**src/rtl/uart_pkg.sv**
```systemverilog
// Shared definitions for the oversampling UART receiver: FSM states, parity
// modes and an elaboration-time check of the parameter set.
package uart_pkg;

  typedef enum logic [2:0] {
    ST_IDLE,
    ST_START,
    ST_DATA,
    ST_PARITY,
    ST_STOP,
    ST_RECOVER
  } uart_state_e;

  localparam int PAR_NONE = 0;
  localparam int PAR_EVEN = 1;
  localparam int PAR_ODD  = 2;

  function automatic bit uart_params_ok(input int data_bits, input int oversample,
                                        input int parity, input int stop_bits);
    return (data_bits >= 5) && (data_bits <= 9) &&
           (oversample >= 8) && (oversample <= 64) && (oversample % 2 == 0) &&
           (parity >= PAR_NONE) && (parity <= PAR_ODD) &&
           ((stop_bits == 1) || (stop_bits == 2));
  endfunction

endpackage

```
**src/rtl/uart_sync2.sv**
```systemverilog
// Two-flop synchroniser for the asynchronous rx line; 2 clk latency, no
// backpressure. Resets to 1 so an idle line never looks like a start bit.
module uart_sync2 (
  input  logic clk,
  input  logic rst_n,
  input  logic d,
  output logic q
);

  logic meta;

  always_ff @(posedge clk or negedge rst_n) begin
    if (!rst_n) begin
      meta <= 1'b1;
      q    <= 1'b1;
    end else begin
      meta <= d;
      q    <= meta;
    end
  end

endmodule

```
**src/rtl/uart_receiver_n.sv**
```systemverilog
// Oversampling UART receiver with 3-sample majority voting and a one-word holding
// register; word appears 1 clk after the last stop sample, overrun if the register is still full.
module uart_receiver_n
  import uart_pkg::*;
#(
  parameter int DATA_BITS  = 8,
  parameter int OVERSAMPLE = 16,
  parameter int PARITY     = 0,
  parameter int STOP_BITS  = 1
) (
  input  logic                 clk,
  input  logic                 rst_n,
  input  logic                 en,
  input  logic                 tick,
  input  logic                 in,
  output logic [DATA_BITS-1:0] out,
  output logic                 out_valid,
  input  logic                 out_ready,
  output logic                 out_parity_err,
  output logic                 busy,
  output logic                 frame_err,
  output logic                 overrun
);

  localparam int CW = $clog2(OVERSAMPLE);
  localparam int BW = $clog2(DATA_BITS);

  localparam logic [CW-1:0] C_LAST = CW'(OVERSAMPLE - 1);
  localparam logic [CW-1:0] C_PRE  = CW'(OVERSAMPLE / 2 - 1);
  localparam logic [CW-1:0] C_MID  = CW'(OVERSAMPLE / 2);
  localparam logic [CW-1:0] C_POST = CW'(OVERSAMPLE / 2 + 1);
  localparam logic [BW-1:0] B_LAST_DATA = BW'(DATA_BITS - 1);
  localparam logic [BW-1:0] B_LAST_STOP = BW'(STOP_BITS - 1);

  if (!uart_params_ok(DATA_BITS, OVERSAMPLE, PARITY, STOP_BITS)) begin : g_param_check
    $error("uart_receiver_n: illegal parameter set");
  end

  uart_state_e          state;
  logic [CW-1:0]        cnt;
  logic [BW-1:0]        bit_idx;
  logic [1:0]           smp;
  logic                 hi_seen;
  logic                 armed;
  logic [DATA_BITS-1:0] data_r;
  logic                 par_err_r;

  logic          rx_s;
  logic          wrap;
  logic [CW-1:0] cnt_nxt;
  logic          at_post;
  logic          maj;
  logic          data_par;
  logic          par_bad;

  uart_sync2 u_sync (
    .clk   (clk),
    .rst_n (rst_n),
    .d     (in),
    .q     (rx_s)
  );

  // cnt_nxt is the position within the current bit of the tick being processed
  assign wrap     = (cnt == C_LAST);
  assign cnt_nxt  = wrap ? '0 : cnt + 1'b1;
  assign at_post  = (cnt_nxt == C_POST);
  assign maj      = (smp[0] & smp[1]) | (smp[0] & rx_s) | (smp[1] & rx_s);
  assign data_par = ^data_r;
  assign par_bad  = (PARITY == PAR_ODD) ? ~(data_par ^ maj) : (data_par ^ maj);

  always_ff @(posedge clk or negedge rst_n) begin
    if (!rst_n) begin
      state          <= ST_IDLE;
      cnt            <= '0;
      bit_idx        <= '0;
      smp            <= '0;
      hi_seen        <= 1'b0;
      armed          <= 1'b0;
      data_r         <= '0;
      par_err_r      <= 1'b0;
      out            <= '0;
      out_valid      <= 1'b0;
      out_parity_err <= 1'b0;
      busy           <= 1'b0;
      frame_err      <= 1'b0;
      overrun        <= 1'b0;
    end else begin
      frame_err <= 1'b0;
      overrun   <= 1'b0;
      if (out_valid && out_ready) out_valid <= 1'b0;

      if (!en) begin
        // armed drops so a line that is mid-frame when re-enabled is not taken as a start
        state   <= ST_IDLE;
        busy    <= 1'b0;
        cnt     <= '0;
        bit_idx <= '0;
        smp     <= '0;
        hi_seen <= 1'b0;
        armed   <= 1'b0;
      end else if (tick) begin
        if (cnt_nxt == C_PRE) smp[0] <= rx_s;
        if (cnt_nxt == C_MID) smp[1] <= rx_s;
        cnt <= cnt_nxt;

        case (state)
          ST_IDLE: begin
            cnt <= '0;
            if (rx_s) begin
              armed <= 1'b1;
            end else if (armed) begin
              state <= ST_START;
              busy  <= 1'b1;
            end
          end

          ST_START: begin
            if (cnt_nxt == C_MID) begin
              if (rx_s) begin
                state <= ST_IDLE;
                busy  <= 1'b0;
                armed <= 1'b1;
              end else begin
                // start-bit centre becomes the timing reference for all later bits
                cnt <= C_MID;
              end
            end else if (wrap) begin
              state   <= ST_DATA;
              bit_idx <= '0;
            end
          end

          ST_DATA: begin
            if (at_post) data_r[bit_idx] <= maj;
            if (wrap) begin
              if (bit_idx == B_LAST_DATA) begin
                bit_idx <= '0;
                state   <= (PARITY == PAR_NONE) ? ST_STOP : ST_PARITY;
              end else begin
                bit_idx <= bit_idx + 1'b1;
              end
            end
          end

          ST_PARITY: begin
            if (at_post) par_err_r <= par_bad;
            if (wrap) begin
              bit_idx <= '0;
              state   <= ST_STOP;
            end
          end

          ST_STOP: begin
            if (at_post) begin
              if (!maj) begin
                frame_err <= 1'b1;
                hi_seen   <= 1'b0;
                state     <= ST_RECOVER;
              end else if (bit_idx == B_LAST_STOP) begin
                // back to IDLE mid stop bit so an early next start edge is caught
                state <= ST_IDLE;
                busy  <= 1'b0;
                armed <= 1'b1;
                cnt   <= '0;
                if (!out_valid || out_ready) begin
                  out            <= data_r;
                  out_parity_err <= (PARITY != PAR_NONE) && par_err_r;
                  out_valid      <= 1'b1;
                end else begin
                  overrun <= 1'b1;
                end
              end
            end else if (wrap) begin
              bit_idx <= bit_idx + 1'b1;
            end
          end

          ST_RECOVER: begin
            cnt <= '0;
            if (rx_s) begin
              hi_seen <= 1'b1;
              if (hi_seen) begin
                state <= ST_IDLE;
                busy  <= 1'b0;
                armed <= 1'b1;
              end
            end else begin
              hi_seen <= 1'b0;
            end
          end

          default: begin
            state <= ST_IDLE;
            busy  <= 1'b0;
          end
        endcase
      end
    end
  end

endmodule
```
**config.mk**
```make
export PLATFORM = sky130hd
export DESIGN_NAME = uart_receiver_n
export DESIGN_NICKNAME = d
export VERILOG_FILES = /design/src/rtl/uart_pkg.sv /design/src/rtl/uart_sync2.sv /design/src/rtl/uart_receiver_n.sv
export SDC_FILE = /design/constraint.sdc
export NUM_CORES = 1
export LEC_CHECK = 0
export BUFFER_PORTS_ARGS = -buffer_cell sky130_fd_sc_hd__buf_2
export CORE_MARGIN = 2
export CORE_UTILIZATION = 53
export DETAILED_ROUTE_END_ITERATION = 16
export PLACE_DENSITY = 0.82
export SYNTH_ARGS = -nofsm -noshare
export SYNTH_HDL_FRONTEND = slang
export SYNTH_HIERARCHICAL = 1
export SYNTH_SLANG_ARGS = --single-unit
export TNS_END_PERCENT = 10
```
**constraint.sdc**
```tcl
create_clock -name clk -period 2.3 [get_ports clk]
set_input_delay 0.46 -clock clk [delete_from_list [all_inputs] [get_ports clk]]
set_output_delay 0.46 -clock clk [all_outputs]
set_load 0.02 [all_outputs]
```
==> impl_metrics.env, run 1 <==
export IMPL_row_count=22
export IMPL_drt_iter0_markers=79
export IMPL_drcViolationCount=0
export IMPL_layout_nets=246
export IMPL_final_cell_area_um2=2391
export IMPL_synth_seq_cells=36
export IMPL_setup_viol=1
export IMPL_synth_main_ff_cell="dfrtp_1"
export IMPL_drt_wl_total_mm=4.143
export IMPL_cp_max_fo=5
export IMPL_crit_path_end_kind="register"
export IMPL_netlist_instances=208
export IMPL_fin_ws_ns=-0.01171
export IMPL_yosys_area_top_type="dfrtp_1"
export IMPL_place_gp_congestion=0.8484
export IMPL_relSlewSlack_pct=49.36
export IMPL_synthMuxAreaShare_pct=12.47
export IMPL_tightest_slew_ns=0.7596
export IMPL_place_area_um2=2286
export IMPL_viasPerCell=5.801
export IMPL_cts_made_buffers=5
export IMPL_clock_sinks=36
export IMPL_slowest_stage="or4_4"
export IMPL_synth_compound_area_share_pct=13.78
export IMPL_seqPwrFrac_pct=43.8
export IMPL_async_flop_share_pct=100.0
export IMPL_worst_ep_arrival_time_ns=2.49
export IMPL_power_density_nw_per_um2=716.2
export IMPL_die_h_um=66.90
export IMPL_total_power_mw=1.713
export IMPL_worst_ep_required_time_ns=2.47
export IMPL_syn2layout_area_growth_pct=14.02
export IMPL_fin_crit_sh_pct=100.5
export IMPL_drive_gt1_share_pct=30.34
export IMPL_wl_per_cell_um=14.69
export IMPL_grt_pass1_wl_mm=7.251
export IMPL_slowest_delay_ns=0.54
export IMPL_io_pins=19
export IMPL_grt_start_max_net_pins=37
export IMPL_synth_top_area_share_pct=40.57
export IMPL_grt_pass1_vias=1585
export IMPL_fp_dieW_um=66.90
export IMPL_antenna_cells=0
export IMPL_fin_crit_ns=2.312
export IMPL_h_tree_depth=2
export IMPL_via_count=1636
export IMPL_power_frac_comb_pct=29.0
export IMPL_grt_overflow_total=0
export IMPL_worstSetupStartpointType="register"
export IMPL_fmax_mhz=432.6
export IMPL_cellInternalPower_mw=1.139
export IMPL_synth_xor_area_share_pct=0.8353
export IMPL_synthAdderAreaFrac_pct=4.654
export IMPL_hold_class="in -> async"
export IMPL_cap_violations=0
export IMPL_seq_area_frac_synth_pct=43.08
export IMPL_dieArea_um2=4476
export IMPL_path_buf_inv=0
export IMPL_p_sw_share_pct=33.50
export IMPL_clk_pin_slew_ns=0.07
export IMPL_cp_cell_sequence="ha_2, and4bb_2, a31o_4, nand3_2, or4_4, nor3b_2, mux2_4"
export IMPL_multi_input_area_um2=1091
export IMPL_regArea_um2=903.4
export IMPL_holdWs_ns=0.2405
export IMPL_grt_usage_pct=22.21
export IMPL_netlist_top_cells_area="dfrtp_1, mux2_4, mux2_2"
export IMPL_synth_cell_types=55
export IMPL_slew_viol_final=0
export IMPL_ant_nets=0
export IMPL_rsz0062_at_grt="true"
export IMPL_clock_skew_ns=0.002895
export IMPL_synth_warnings=6
export IMPL_violations="negative setup slack"
export IMPL_cts_tree="built"
export IMPL_cp_top_family="simple AND/OR/NAND/NOR gates"
export IMPL_most_common_layout_cells="dfrtp_1, nand2_1, buf_2"
export IMPL_synth_simple_area_share_pct=19.57
export IMPL_synth_fp_nets=221
export IMPL_synth_edff_count=0
export IMPL_place_hpwl_mm=3.093
export IMPL_synth_cell_area_um2=2097
export IMPL_postSynthAreaPerCell_um2=10.08
export IMPL_first_pass_iters=4
export IMPL_outcome="finished, violations left"
export IMPL_final_util_pct=63.87
export IMPL_p_sw_mw=0.5737
export IMPL_worst_ir_drop_vdd_uv=443.5
export IMPL_hold_violations=0
export IMPL_worstSkewPairLatency_ns=0.29
export IMPL_antenna_found_initial=0
export IMPL_numPortBuffers=17
export IMPL_cts_buffer_depth=2
export IMPL_fillerInstances=332
export IMPL_synth_top_family_by_area="simple AND/OR/NAND/NOR gates"
export IMPL_start_util_pct=56.02
export IMPL_clockRootBuffer="clkbuf_8"
export IMPL_core_um2=3744
export IMPL_clock_power_share_pct=27.2
export IMPL_crit_type="reg -> reg"
export IMPL_p_leak_nw=1.151
export IMPL_final_common_cell="dfrtp_1"
-- layer usage --
metal	GRT usage [%]	part of all wire (%)	wire [um]
met1	26.60	43	1800
met2	37.38	48	1977
met3	6.081	6.7	279
met4	9.184	2.1	87
met5	0	0	0
-- registers in the layout (all words and copies together) (netlist names) --
signal,cells
data_r,8
state,3
u_sync/meta,1
u_sync/q,1
bit_idx,3
smp,2
frame_err,1
busy,1
cnt,4
overrun,1
out_valid,1
out,8
hi_seen,1
armed,1
-- logic make-up (layout without fill, tap and decap cells) --
family	count (synthesis)	count (layout)
AOI/OAI and AO/OA	42	42
xor gates and xnor gates	2	2
adders and majority gates	8	8
buffers and inverters	25	51
DFF	36	36
muxes	21	21
other	1	1
and+or+nand+nor	73	73
-- what timing repair did --
item                                    CTS  global route
pin swaps                                 2             0
hold buffers                              0             0
endpoints found under the hold margin     0             0
resized for setup                         1             2
buffers inserted                          0             0
endpoints found under the setup margin   10            14
-- power groups by stage --
stage | clock, mW | sequential [mW] | combinational (mW)
2_1_floorplan | 0 | 0.721 | 0.381
3_3_place_gp | 0 | 0.757 | 0.480
3_5_place_dp | 0 | 0.760 | 0.494
4_1_cts | 0.483 | 0.748 | 0.494
5_1_grt | 0.519 | 0.757 | 0.562
6_report | 0.467 | 0.750 | 0.496
-- synthesized netlist by cell type (4+ instances only) --
| master | instances |
|---|---|
| dfrtp_1 | 34 |
| nand2_1 | 20 |
| nor2_1 | 14 |
| a21oi_1 | 10 |
| inv_1 | 10 |
| o21ai_0 | 10 |
| mux2_2 | 8 |
| mux2_4 | 8 |
| nand3_1 | 8 |
| clkbuf_1 | 7 |
| ha_1 | 7 |
| nor2b_1 | 6 |
| nor3_1 | 5 |
| buf_2 | 4 |
| mux2i_1 | 4 |
-- worst paths after layout --
path                             start     endpoint  slack (ns)  depth (start not counted)
max                             cnt[0]    data_r[5]       -0.01                          7
min                              rst_n       cnt[1]        0.24                          1
max reg2reg                     cnt[0]    data_r[5]       -0.01                          7
min reg2reg                u_sync/meta     u_sync/q        0.36                          0
max in group asynchronous        rst_n       out[4]        1.58                          1
min in group clk                    in  u_sync/meta        0.27                          1
-- final cells by class --
type,instances,area share [%]
Multi-Input combinational cell,147,45.63
Sequential cell,36,37.78
Timing Repair Buffer,33,8.582
Clock buffer,7,3.611
Tap cell,48,2.512
Inverter,10,1.570
Clock inverter,1,0.3140
-- metrics by stage --
stage / setup TNS, ns / cells / setup slack [ns]
finish: -0.01171 / 282 / -0.01171
global route: -0.6014 / 282 / -0.05564
CTS: -0.01456 / 282 / -0.008294
detailed placement: -0.1863 / 274 / -0.05012
global placement: 0 / 274 / 0.03455
floorplan: 0 / 208 / 0.01540
Power figures use the tool's default switching activity.
==> run 2: changes to the inputs <==
--- a/config.mk
+++ b/config.mk
@@ -9,6 +9,7 @@
 export CORE_MARGIN = 2
 export CORE_UTILIZATION = 53
 export DETAILED_ROUTE_END_ITERATION = 16
+export MAX_ROUTING_LAYER = met4
 export PLACE_DENSITY = 0.82
 export SYNTH_ARGS = -nofsm -noshare
 export SYNTH_HDL_FRONTEND = slang
==> run 2 against run 1 <==
Routed wire length is 7.0% higher. Critical endpoint is now out[3]. Sequential cell count unchanged. Total power grew 5.6%. Via count grew 2.6%. Core utilization is 1.9 points higher. Clock skew is 0.0019 ns higher. Worst hold slack better by 0.0010 ns. Combinational power grew 4%. Sequential share of layout area is 1.1 points lower. Critical path depth up 1. First-iteration DRC count is 82% higher. Fmax is 0.80% lower. The flow still finishes with violations (negative setup slack).
==> impl_metrics.env, run 2 (synthesis gave the netlist of run 1 again) <==
export IMPL_crit_type="reg -> reg"
export IMPL_grt_start_max_net_pins=37
export IMPL_cts_hold_buffers_added=0
export IMPL_use_met1_pct=27.38
export IMPL_drt_iter0_markers=144
export IMPL_r2r_slack_ns=-0.03
export IMPL_cts_made_buffers=5
export IMPL_grt_usage_pct=24.35
export IMPL_p_leak_nw=1.185
export IMPL_place_area_um2=2293
export IMPL_tightest_slew_ns=0.7728
export IMPL_fin_crit_sh_pct=101.3
export IMPL_cap_violations=0
export IMPL_dieArea_um2=4476
export IMPL_h_tree_depth=2
export IMPL_worstSetupStartpointType="register"
export IMPL_core_um2=3744
export IMPL_fin_crit_ns=2.330
export IMPL_clock_skew_ns=0.004779
export IMPL_power_density_nw_per_um2=734.9
export IMPL_crit_path_end_kind="register"
export IMPL_worst_ep_required_time_ns=2.48
export IMPL_setup_viol=11
export IMPL_cts_buffer_depth=2
export IMPL_fp_dieW_um=66.90
export IMPL_via_count=1679
export IMPL_drt_wl_total_mm=4.431
export IMPL_start_util_pct=56.02
export IMPL_fmax_mhz=429.1
export IMPL_clk_pin_slew_ns=0.07
export IMPL_cts_tree="built"
export IMPL_die_h_um=66.90
export IMPL_syn2layout_area_growth_pct=17.36
export IMPL_final_common_cell="dfrtp_1"
export IMPL_slew_viol_final=0
export IMPL_layout_nets=250
export IMPL_violations="negative setup slack"
export IMPL_hold_class="in -> async"
export IMPL_antenna_found_initial=0
export IMPL_drive_gt1_share_pct=33.19
export IMPL_place_hpwl_mm=3.124
export IMPL_place_inst=275
export IMPL_wl_per_cell_um=15.49
export IMPL_final_cell_area_um2=2461
export IMPL_outcome="finished, violations left"
export IMPL_reg_top3="data_r (8), out (8), cnt (4)"
export IMPL_grt_pass1_wl_mm=7.976
export IMPL_antenna_cells=0
export IMPL_first_pass_iters=4
export IMPL_fin_ws_ns=-0.03030
export IMPL_clock_sinks=36
export IMPL_dp_slack_ns=-0.05887
export IMPL_grt_use_met3_pct=6.588
export IMPL_drcViolationCount=0
export IMPL_grt_overflow_total=0
export IMPL_cp_max_fo=8
export IMPL_grt_busiest_layer="met2"
export IMPL_row_count=22
export IMPL_hold_violations=0
export IMPL_viasPerCell=5.871
export IMPL_place_gp_congestion=0.8824
export IMPL_rsz0062_at_grt="true"
export IMPL_use_met2_pct=40.75
export IMPL_ant_nets=0
export IMPL_worstSkewPairLatency_ns=0.29
export IMPL_final_util_pct=65.74
export IMPL_numPortBuffers=17
export IMPL_grt_pass1_vias=1744
export IMPL_most_common_layout_cells="dfrtp_1, nand2_1, buf_4"
export IMPL_clockRootBuffer="clkbuf_8"
export IMPL_relSlewSlack_pct=48.48
export IMPL_stdcell_count=286
export IMPL_worst_ep_arrival_time_ns=2.51
export IMPL_worst_ir_drop_vdd_uv=399.2
export IMPL_io_pins=19
## run 2: changes by cell type in the layout (fill, tap and decap cells not counted), sizes merged
cell and delta:
buf +4, bufinv +1, clkinvlp -1, clkinv +1, clkbuf -1
## run 2: report_power, final
part | switching [mW] | internal, mW
Combinational | 0.284 | 0.231
Clock | 0.223 | 0.321
Sequential | 0.0731 | 0.676
Total | 0.580 | 1.23
## run 2: what timing repair did
item | CTS | global route
pin swaps | 3 | 3
gates resized for setup | 2 | 8
buffers inserted | 3 | 0
gates cloned | 0 | 0
endpoints found under the setup margin | 14 | 20
## run 2: area by class of cell
| cell class | instances | area, um2 |
|---|---|---|
| inverter | 10 | 37.54 |
| timing repair buffer | 37 | 235.2 |
| multi-input combinational | 147 | 1117 |
| sequential | 36 | 903.4 |
| clock buffer | 6 | 72.57 |
| clock inverter | 2 | 35.03 |
| tap | 48 | 60.06 |
| fill | 316 | 1282 |
## run 2: critical path, cell delays in order (launching register included)
cell	delay, ns
dfrtp_1	0.43
ha_2	0.22
and4bb_2	0.31
a31o_4	0.11
nand3_2	0.08
buf_4	0.16
or3_4	0.37
nand2b_4	0.22
mux2_4	0.32
## run 2: per-layer routing
metal / up-vias / share of wire, %
met5: - / 0
met4: 0 / 2.1
met3: 11 / 6.5
met2: 70 / 50
met1: 810 / 41
li1: 788 / -
## run 2: final timing paths
| check | from | end | cells past startpoint |
|---|---|---|---|
| max | cnt[1] | out[3] | 8 |
| min | rst_n | overrun | 1 |
| max reg2reg | cnt[1] | out[3] | 8 |
| min reg2reg | u_sync/meta | u_sync/q | 0 |
| max in group asynchronous | rst_n | data_r[4] | 1 |
| min in group clk | in | u_sync/meta | 1 |
## run 2: metrics by stage
stage	setup TNS, ns	power [mW]	hold WS [ns]
after global placement	0	1.245	0.3475
after CTS	-0.1594	1.814	0.2553
after floorplan	0	1.102	0.1644
after global routing	-1.002	1.931	0.2494
final	-0.2618	1.809	0.2416
after detailed placement	-0.5243	1.258	0.3482
